$ cat src/rtl/l2_req_scheduler.sv
// l2_req_scheduler
//   Merges the L1 requesters onto one L2 request port and routes L2 read
//   responses back to the requester that issued them.
//   Each requester owns a 2-entry FIFO. A single output register feeds L2 and
//   is refilled round-robin from the non-empty FIFOs. Reads are counted per
//   requester so that no more than MAX_OUTST reads can be outstanding.
// Ports
//   clk, reset                 clock, asynchronous active-low reset
//   req_valid/rw/addr/data/id  per-requester request inputs (packed)
//   req_stall                  per-requester back-pressure
//   resp_valid/data/id         per-requester registered response outputs
//   l2_valid_o/rw_o/addr_o/data_o/id_o, l2_stall_i   request port to L2
//   l2_valid_i/data_i/id_i     read responses from L2
//   err_o                      sticky: response with no matching outstanding read
module l2_req_scheduler #(
  parameter int ADDR_WIDTH   = 32,
  parameter int LINE_WIDTH   = 256,
  parameter int MSHR_ID_BITS = 3,
  parameter int NUM_REQ      = 2,
  parameter int NUM_REQ_LOG  = 1,
  parameter int MAX_OUTST    = 4
) (
  input  logic                                clk,
  input  logic                                reset,
  input  logic [NUM_REQ-1:0]                  req_valid,
  input  logic [NUM_REQ-1:0]                  req_rw,
  input  logic [NUM_REQ*ADDR_WIDTH-1:0]       req_addr,
  input  logic [NUM_REQ*LINE_WIDTH-1:0]       req_data,
  input  logic [NUM_REQ*MSHR_ID_BITS-1:0]     req_id,
  output logic [NUM_REQ-1:0]                  req_stall,
  output logic [NUM_REQ-1:0]                  resp_valid,
  output logic [NUM_REQ*LINE_WIDTH-1:0]       resp_data,
  output logic [NUM_REQ*MSHR_ID_BITS-1:0]     resp_id,
  output logic                                l2_valid_o,
  output logic                                l2_rw_o,
  output logic [ADDR_WIDTH-1:0]               l2_addr_o,
  output logic [LINE_WIDTH-1:0]               l2_data_o,
  output logic [NUM_REQ_LOG+MSHR_ID_BITS-1:0] l2_id_o,
  input  logic                                l2_stall_i,
  input  logic                                l2_valid_i,
  input  logic [LINE_WIDTH-1:0]               l2_data_i,
  input  logic [NUM_REQ_LOG+MSHR_ID_BITS-1:0] l2_id_i,
  output logic                                err_o
);

  localparam int IDW = NUM_REQ_LOG + MSHR_ID_BITS;
  localparam int OW  = $clog2(MAX_OUTST + 1);

  logic                    fifo_rw_q   [NUM_REQ][2];
  logic [ADDR_WIDTH-1:0]   fifo_addr_q [NUM_REQ][2];
  logic [LINE_WIDTH-1:0]   fifo_data_q [NUM_REQ][2];
  logic [MSHR_ID_BITS-1:0] fifo_id_q   [NUM_REQ][2];
  logic                    wptr_q      [NUM_REQ];
  logic                    rptr_q      [NUM_REQ];
  logic [1:0]              cnt_q       [NUM_REQ];
  logic [OW-1:0]           outst_q     [NUM_REQ];

  logic                    l2_valid_q, l2_rw_q;
  logic [ADDR_WIDTH-1:0]   l2_addr_q;
  logic [LINE_WIDTH-1:0]   l2_data_q;
  logic [IDW-1:0]          l2_id_q;
  logic [NUM_REQ_LOG-1:0]  last_q;

  logic [NUM_REQ-1:0]              resp_valid_q;
  logic [NUM_REQ*LINE_WIDTH-1:0]   resp_data_q;
  logic [NUM_REQ*MSHR_ID_BITS-1:0] resp_id_q;
  logic                            err_q;

  logic [NUM_REQ-1:0]     nonempty, push, pop, rsp_hit;
  logic                   load, found, found_hi, found_lo, rsp_err;
  logic [NUM_REQ_LOG-1:0] win, win_hi, win_lo, rsp_k;

  // Stall depends only on registered FIFO occupancy and outstanding count.
  always_comb begin
    for (int i = 0; i < NUM_REQ; i++) begin
      nonempty[i]  = (cnt_q[i] != 2'd0);
      req_stall[i] = (cnt_q[i] == 2'd2) || (outst_q[i] == OW'(MAX_OUTST));
      push[i]      = req_valid[i] && !req_stall[i];
    end
  end

  // Round-robin: prefer the lowest index above last grant, otherwise wrap to
  // the lowest index at or below it. Descending scan keeps the lowest match.
  always_comb begin
    found_hi = 1'b0;
    found_lo = 1'b0;
    win_hi   = '0;
    win_lo   = '0;
    for (int j = NUM_REQ - 1; j >= 0; j--) begin
      if (nonempty[j] && (NUM_REQ_LOG'(j) > last_q)) begin
        found_hi = 1'b1;
        win_hi   = NUM_REQ_LOG'(j);
      end
      if (nonempty[j] && (NUM_REQ_LOG'(j) <= last_q)) begin
        found_lo = 1'b1;
        win_lo   = NUM_REQ_LOG'(j);
      end
    end
    found = found_hi || found_lo;
    win   = found_hi ? win_hi : win_lo;
    load  = !l2_valid_q || !l2_stall_i;
    for (int i = 0; i < NUM_REQ; i++) begin
      pop[i] = load && found && (win == NUM_REQ_LOG'(i));
    end
  end

  // A response is accepted only if its requester exists and has a read pending.
  always_comb begin
    rsp_k = l2_id_i[IDW-1 -: NUM_REQ_LOG];
    for (int i = 0; i < NUM_REQ; i++) begin
      rsp_hit[i] = l2_valid_i && (rsp_k == NUM_REQ_LOG'(i)) && (outst_q[i] != '0);
    end
    rsp_err = l2_valid_i && (rsp_hit == '0);
  end

  always_ff @(posedge clk) begin
    for (int i = 0; i < NUM_REQ; i++) begin
      if (push[i]) begin
        fifo_rw_q[i][wptr_q[i]]   <= req_rw[i];
        fifo_addr_q[i][wptr_q[i]] <= req_addr[i*ADDR_WIDTH +: ADDR_WIDTH];
        fifo_data_q[i][wptr_q[i]] <= req_data[i*LINE_WIDTH +: LINE_WIDTH];
        fifo_id_q[i][wptr_q[i]]   <= req_id[i*MSHR_ID_BITS +: MSHR_ID_BITS];
      end
    end
  end

  always_ff @(posedge clk or negedge reset) begin
    if (!reset) begin
      for (int i = 0; i < NUM_REQ; i++) begin
        wptr_q[i]  <= 1'b0;
        rptr_q[i]  <= 1'b0;
        cnt_q[i]   <= 2'd0;
        outst_q[i] <= '0;
      end
      resp_valid_q <= '0;
      resp_data_q  <= '0;
      resp_id_q    <= '0;
      err_q        <= 1'b0;
    end else begin
      for (int i = 0; i < NUM_REQ; i++) begin
        if (push[i]) wptr_q[i] <= !wptr_q[i];
        if (pop[i])  rptr_q[i] <= !rptr_q[i];
        case ({push[i], pop[i]})
          2'b10:   cnt_q[i] <= cnt_q[i] + 2'd1;
          2'b01:   cnt_q[i] <= cnt_q[i] - 2'd1;
          default: cnt_q[i] <= cnt_q[i];
        endcase
        case ({push[i] && !req_rw[i], rsp_hit[i]})
          2'b10:   outst_q[i] <= outst_q[i] + OW'(1);
          2'b01:   outst_q[i] <= outst_q[i] - OW'(1);
          default: outst_q[i] <= outst_q[i];
        endcase
        resp_valid_q[i] <= rsp_hit[i];
        if (rsp_hit[i]) begin
          resp_data_q[i*LINE_WIDTH +: LINE_WIDTH]     <= l2_data_i;
          resp_id_q[i*MSHR_ID_BITS +: MSHR_ID_BITS]   <= l2_id_i[MSHR_ID_BITS-1:0];
        end
      end
      if (rsp_err) err_q <= 1'b1;
    end
  end

  // Output register: refilled whenever empty or draining this cycle; when no
  // FIFO has an entry only the valid bit drops.
  always_ff @(posedge clk or negedge reset) begin
    if (!reset) begin
      l2_valid_q <= 1'b0;
      l2_rw_q    <= 1'b0;
      l2_addr_q  <= '0;
      l2_data_q  <= '0;
      l2_id_q    <= '0;
      last_q     <= NUM_REQ_LOG'(NUM_REQ - 1);
    end else if (load) begin
      l2_valid_q <= found;
      if (found) begin
        l2_rw_q   <= fifo_rw_q[win][rptr_q[win]];
        l2_addr_q <= fifo_addr_q[win][rptr_q[win]];
        l2_data_q <= fifo_data_q[win][rptr_q[win]];
        l2_id_q   <= {win, fifo_id_q[win][rptr_q[win]]};
        last_q    <= win;
      end
    end
  end

  assign l2_valid_o = l2_valid_q;
  assign l2_rw_o    = l2_rw_q;
  assign l2_addr_o  = l2_addr_q;
  assign l2_data_o  = l2_data_q;
  assign l2_id_o    = l2_id_q;
  assign resp_valid = resp_valid_q;
  assign resp_data  = resp_data_q;
  assign resp_id    = resp_id_q;
  assign err_o      = err_q;

endmodule

$ cat config.mk
export PLATFORM = sky130hd
export DESIGN_NAME = l2_req_scheduler
export DESIGN_NICKNAME = d
export VERILOG_FILES = /design/src/rtl/l2_req_scheduler.sv
export SDC_FILE = /design/constraint.sdc
export NUM_CORES = 2
export LEC_CHECK = 0
export CAP_MARGIN = 30
export CELL_PAD_IN_SITES_DETAIL_PLACEMENT = 0
export CELL_PAD_IN_SITES_GLOBAL_PLACEMENT = 1
export CORE_AREA = 2 2 650 652
export CTS_CLUSTER_DIAMETER = 150
export DETAILED_ROUTE_END_ITERATION = 16
export DIE_AREA = 0 0 652 654
export GPL_TIMING_DRIVEN = 0
export HOLD_SLACK_MARGIN = 0.06
export PLACE_DENSITY_LB_ADDON = 0.05
export REMOVE_ABC_BUFFERS = 1
export SYNTH_ARGS = -nofsm -noshare
export SYNTH_HDL_FRONTEND = slang
export SYNTH_SLANG_ARGS = --single-unit
$ cat constraint.sdc
create_clock -name clk -period 15.7 [get_ports clk]
set_clock_uncertainty 0.05 [all_clocks]
set_input_delay 3.14 -clock clk [delete_from_list [all_inputs] [get_ports clk]]
set_output_delay 3.14 -clock clk [all_outputs]
set_load 0.05 [all_outputs]
==> flow_metrics.env <==
export IMPL_outcome="completed"
export IMPL_crit_fanout=10
export IMPL_cts_root_buf="clkbuf_16"
export IMPL_grt_util_all_layers_pct=18.1
export IMPL_synth_main_ff_cell="edfxtp_1"
export IMPL_die_y_um=654
export IMPL_crit_path_end_kind="flip-flop"
export IMPL_yosys_warnings=0
export IMPL_path_cells="clkdlybuf4s50_1 -> nor3b_2 -> buf_6 -> buf_6 -> buf_6 -> buf_6 -> buf_6 -> buf_6 -> buf_6 -> buf_6 -> buf_8 -> buf_6 -> buf_6 -> buf_8 -> buf_6 -> mux2_2"
export IMPL_final_cells=12900
export IMPL_worstSkewPairLatency_ps=930
export IMPL_async_reset_ff_share_pct=41.5
export IMPL_critPathArrivalTime_ps=7010
export IMPL_slowest_delay_ps=660
export IMPL_synth_cell_type_count=38
export IMPL_antenna_found_initial=284
export IMPL_timing_fmax_mhz=159
export IMPL_drcViolationCount=0
export IMPL_synth_top_area_cell="edfxtp_1"
export IMPL_path_class="in2reg"
export IMPL_post_cts_buffers=0
export IMPL_synth_top_area_share_pct=45.9
export IMPL_synth_cell_area_um2=76400
export IMPL_slew_headroom_pct=27.7
export IMPL_fin_nets=7911
export IMPL_routed_wirelength_um=399000
export IMPL_pin_count=1667
export IMPL_post_route_period_util_pct=40.2
export IMPL_core_area_um2=419000
export IMPL_cts_tree="done"
export IMPL_yosysSeqAreaShare_pct=73.1
export IMPL_vdd_drop_max_mv=0.117
export IMPL_firstDrtPassIters=5
export IMPL_max_cap_violations=0
export IMPL_power_leakage_nw=40.2
export IMPL_die_area_um2=426000
export IMPL_period_minus_slack_ps=6310
export IMPL_synth_commonest_cells="edfxtp_1 (1168), dfrtp_1 (829), nand2_1 (778), nor2b_1 (584), clkbuf_1 (325)"
export IMPL_worstPathRequired_ps=16410
export IMPL_crit_slowest_cell="nor3b_2"
export IMPL_cp_start_kind="input port"
export IMPL_ant_nets=0
export IMPL_worst_path_most_repeated_cell="buf_6"
export IMPL_dp_hpwl_um=293000
export IMPL_postSynthAreaPerCell_um2=14.4
export IMPL_syn2layout_area_growth_pct=46.7
export IMPL_num_vias=53800
export IMPL_yosys_register_bits=1998
export IMPL_cp_num_buf_inv=14
export IMPL_setup_violations=0
export IMPL_first_iter_violations=3172
export IMPL_cp_depth=16
export IMPL_final_layout_size_suffix_gt1_share_pct=12.6
export IMPL_start_util_pct=18.2
export IMPL_wl_per_cell_um=31.0
export IMPL_grt_pass1_vias=54200
export IMPL_synth_area_leaders="edfxtp_1 (46%), dfrtp_1 (27%), nor2b_1 (4.8%)"
export IMPL_tns_ps=0
export IMPL_clk_pin_slew_ps=50
export IMPL_port_buffers=1666
export IMPL_rows=238
export IMPL_overflow=0
export IMPL_place_inst=12300
export IMPL_slew_violations=0
export IMPL_grt_max_degree=137
export IMPL_cts_resized=0
export IMPL_worst_pin_slew_ps=1090
export IMPL_synth_edf_count=1168
export IMPL_holdPathStages=2
export IMPL_rsz0062_at_grt="no"
export IMPL_synth_most_common_cell="edfxtp_1"
export IMPL_clock_path_buffers=4
export IMPL_cpLargestDelayFamily="buffers and inverters"
export IMPL_place_congestion=0.792
export IMPL_grt_pass1_wl_um=526000
export IMPL_timing_hold_violations_final=0
export IMPL_vias_per_cell=4.18
export IMPL_hp_class="reg2reg"
export IMPL_cts_sinks=1998
export IMPL_ctsHoldBuffers=0
export IMPL_p_per_area_nw_per_um2=229
export IMPL_r2r_cells=16
export IMPL_synth_cells=5298
export IMPL_numCtsBuffers=274
export IMPL_dieWidth_um=652
export IMPL_htreeDepth=5
==> per-layer routing <==
| layer | global-route usage [%] | vias up | routed length, um |
|---|---|---|---|
| met5 | 0 | - | 1090 |
| met4 | 4.75 | 168 | 11000 |
| met3 | 6.90 | 765 | 35400 |
| met2 | 33.1 | 1872 | 208000 |
| met1 | 19.3 | 27400 | 143000 |
| li1 | - | 23700 | - |
==> worst reg2reg max path, cell delays in order (launching register included) <==
cell	delay, ps
dfrtp_1	410
nor3_1	100
nor3b_2	610
buf_6	240
buf_6	150
buf_6	170
buf_6	180
buf_6	170
buf_6	160
buf_6	170
buf_6	180
buf_8	160
buf_6	180
buf_6	190
buf_8	170
buf_6	160
mux2_2	340
==> registers in the layout (all words and copies together), names as in the netlist <==
name and flops:
err_o 1, resp_id 6, l2_data_o 256, resp_data 512
l2_id_o 4, rptr_q 2, fifo_rw_q 4, cnt_q 4
last_q 1, wptr_q 2, outst_q 6, l2_addr_o 32
fifo_addr_q 128, fifo_id_q 12, resp_valid 2, l2_valid_o 1
l2_rw_o 1, fifo_data_q 1024
==> cell type report <==
cell class                 count  area (um^2)
tap                         5520         6910
sequential                  1998        55900
timing repair buffer        1925        21900
clock inverter                98          733
multi-input combinational   2845        18800
antenna                       64          160
inverter                      11         48.8
fill                       43000       307000
clock buffer                 399         7790
==> metrics by stage <==
stage          cell area, um^2  hold slack [ps]  power, W  worst slack [ps]  util (%)
2_1_floorplan            74600              407    0.0147             -9080         -
3_5_place_dp            103000              411    0.0200              8370      24.7
6_report                112000              420    0.0256              9390      26.8
4_1_cts                 112000              425    0.0263              9370      26.7
5_1_grt                 112000              439    0.0269              9150      26.7
3_3_place_gp             98200              410    0.0205            -40480      23.4
==> cells in the final DEF (no fill, tap or decap), drive strengths merged, types with 6 or more instances in the layout <==
cell | synthesis | layout
a2111oi | 292 | 292
clkinv | 0 | 76
o31ai | 292 | 292
mux2 | 259 | 259
diode | 0 | 64
o21ai | 295 | 295
nor2 | 9 | 9
dfrtp | 829 | 829
xnor2 | 10 | 10
xor2 | 6 | 6
clkbuf | 325 | 399
edfxtp | 1168 | 1168
nand2 | 778 | 778
inv | 11 | 26
clkdlybuf4s50 | 0 | 1665
a221oi | 292 | 292
nor2b | 584 | 584
buf | 119 | 259
==> logic make-up (layout without fill, tap and decap cells) <==
| logic type | Yosys count | after routing | synth area share (%) |
|---|---|---|---|
| muxes | 261 | 261 | 3.84 |
| adders and majority gates | 6 | 6 | 0.118 |
| and+or+nand+nor | 1383 | 1383 | 8.77 |
| other | 0 | 64 | 0 |
| buffers and inverters | 455 | 2433 | 2.44 |
| AOI/OAI and AO/OA | 1179 | 1179 | 11.6 |
| DFF | 1998 | 1998 | 73.1 |
| xor gates and xnor gates | 16 | 16 | 0.183 |
==> where the power goes <==
group | switching (W) | internal [W]
registers | 0.000618 | 0.00733
logic | 0.00791 | 0.00371
clock network | 0.00256 | 0.00351
==> final timing paths <==
check,startpoint,end,slack [ps]
worst max-delay path,l2_valid_i,resp_data[105]$_DFFE_PN0P_,9390
worst min-delay path,resp_data[340]$_DFFE_PN0P_,resp_data[340]$_DFFE_PN0P_,420
worst max register to register,outst_q[3]$_DFFE_PN0P_,resp_data[105]$_DFFE_PN0P_,11820
worst min register to register,resp_data[340]$_DFFE_PN0P_,resp_data[340]$_DFFE_PN0P_,420
max in group asynchronous,reset,l2_data_o[103]$_DFFE_PN0N_,10120
min in group asynchronous,reset,resp_data[27]$_DFFE_PN0P_,2120
Note: power is estimated with default switching activity, not from simulation.
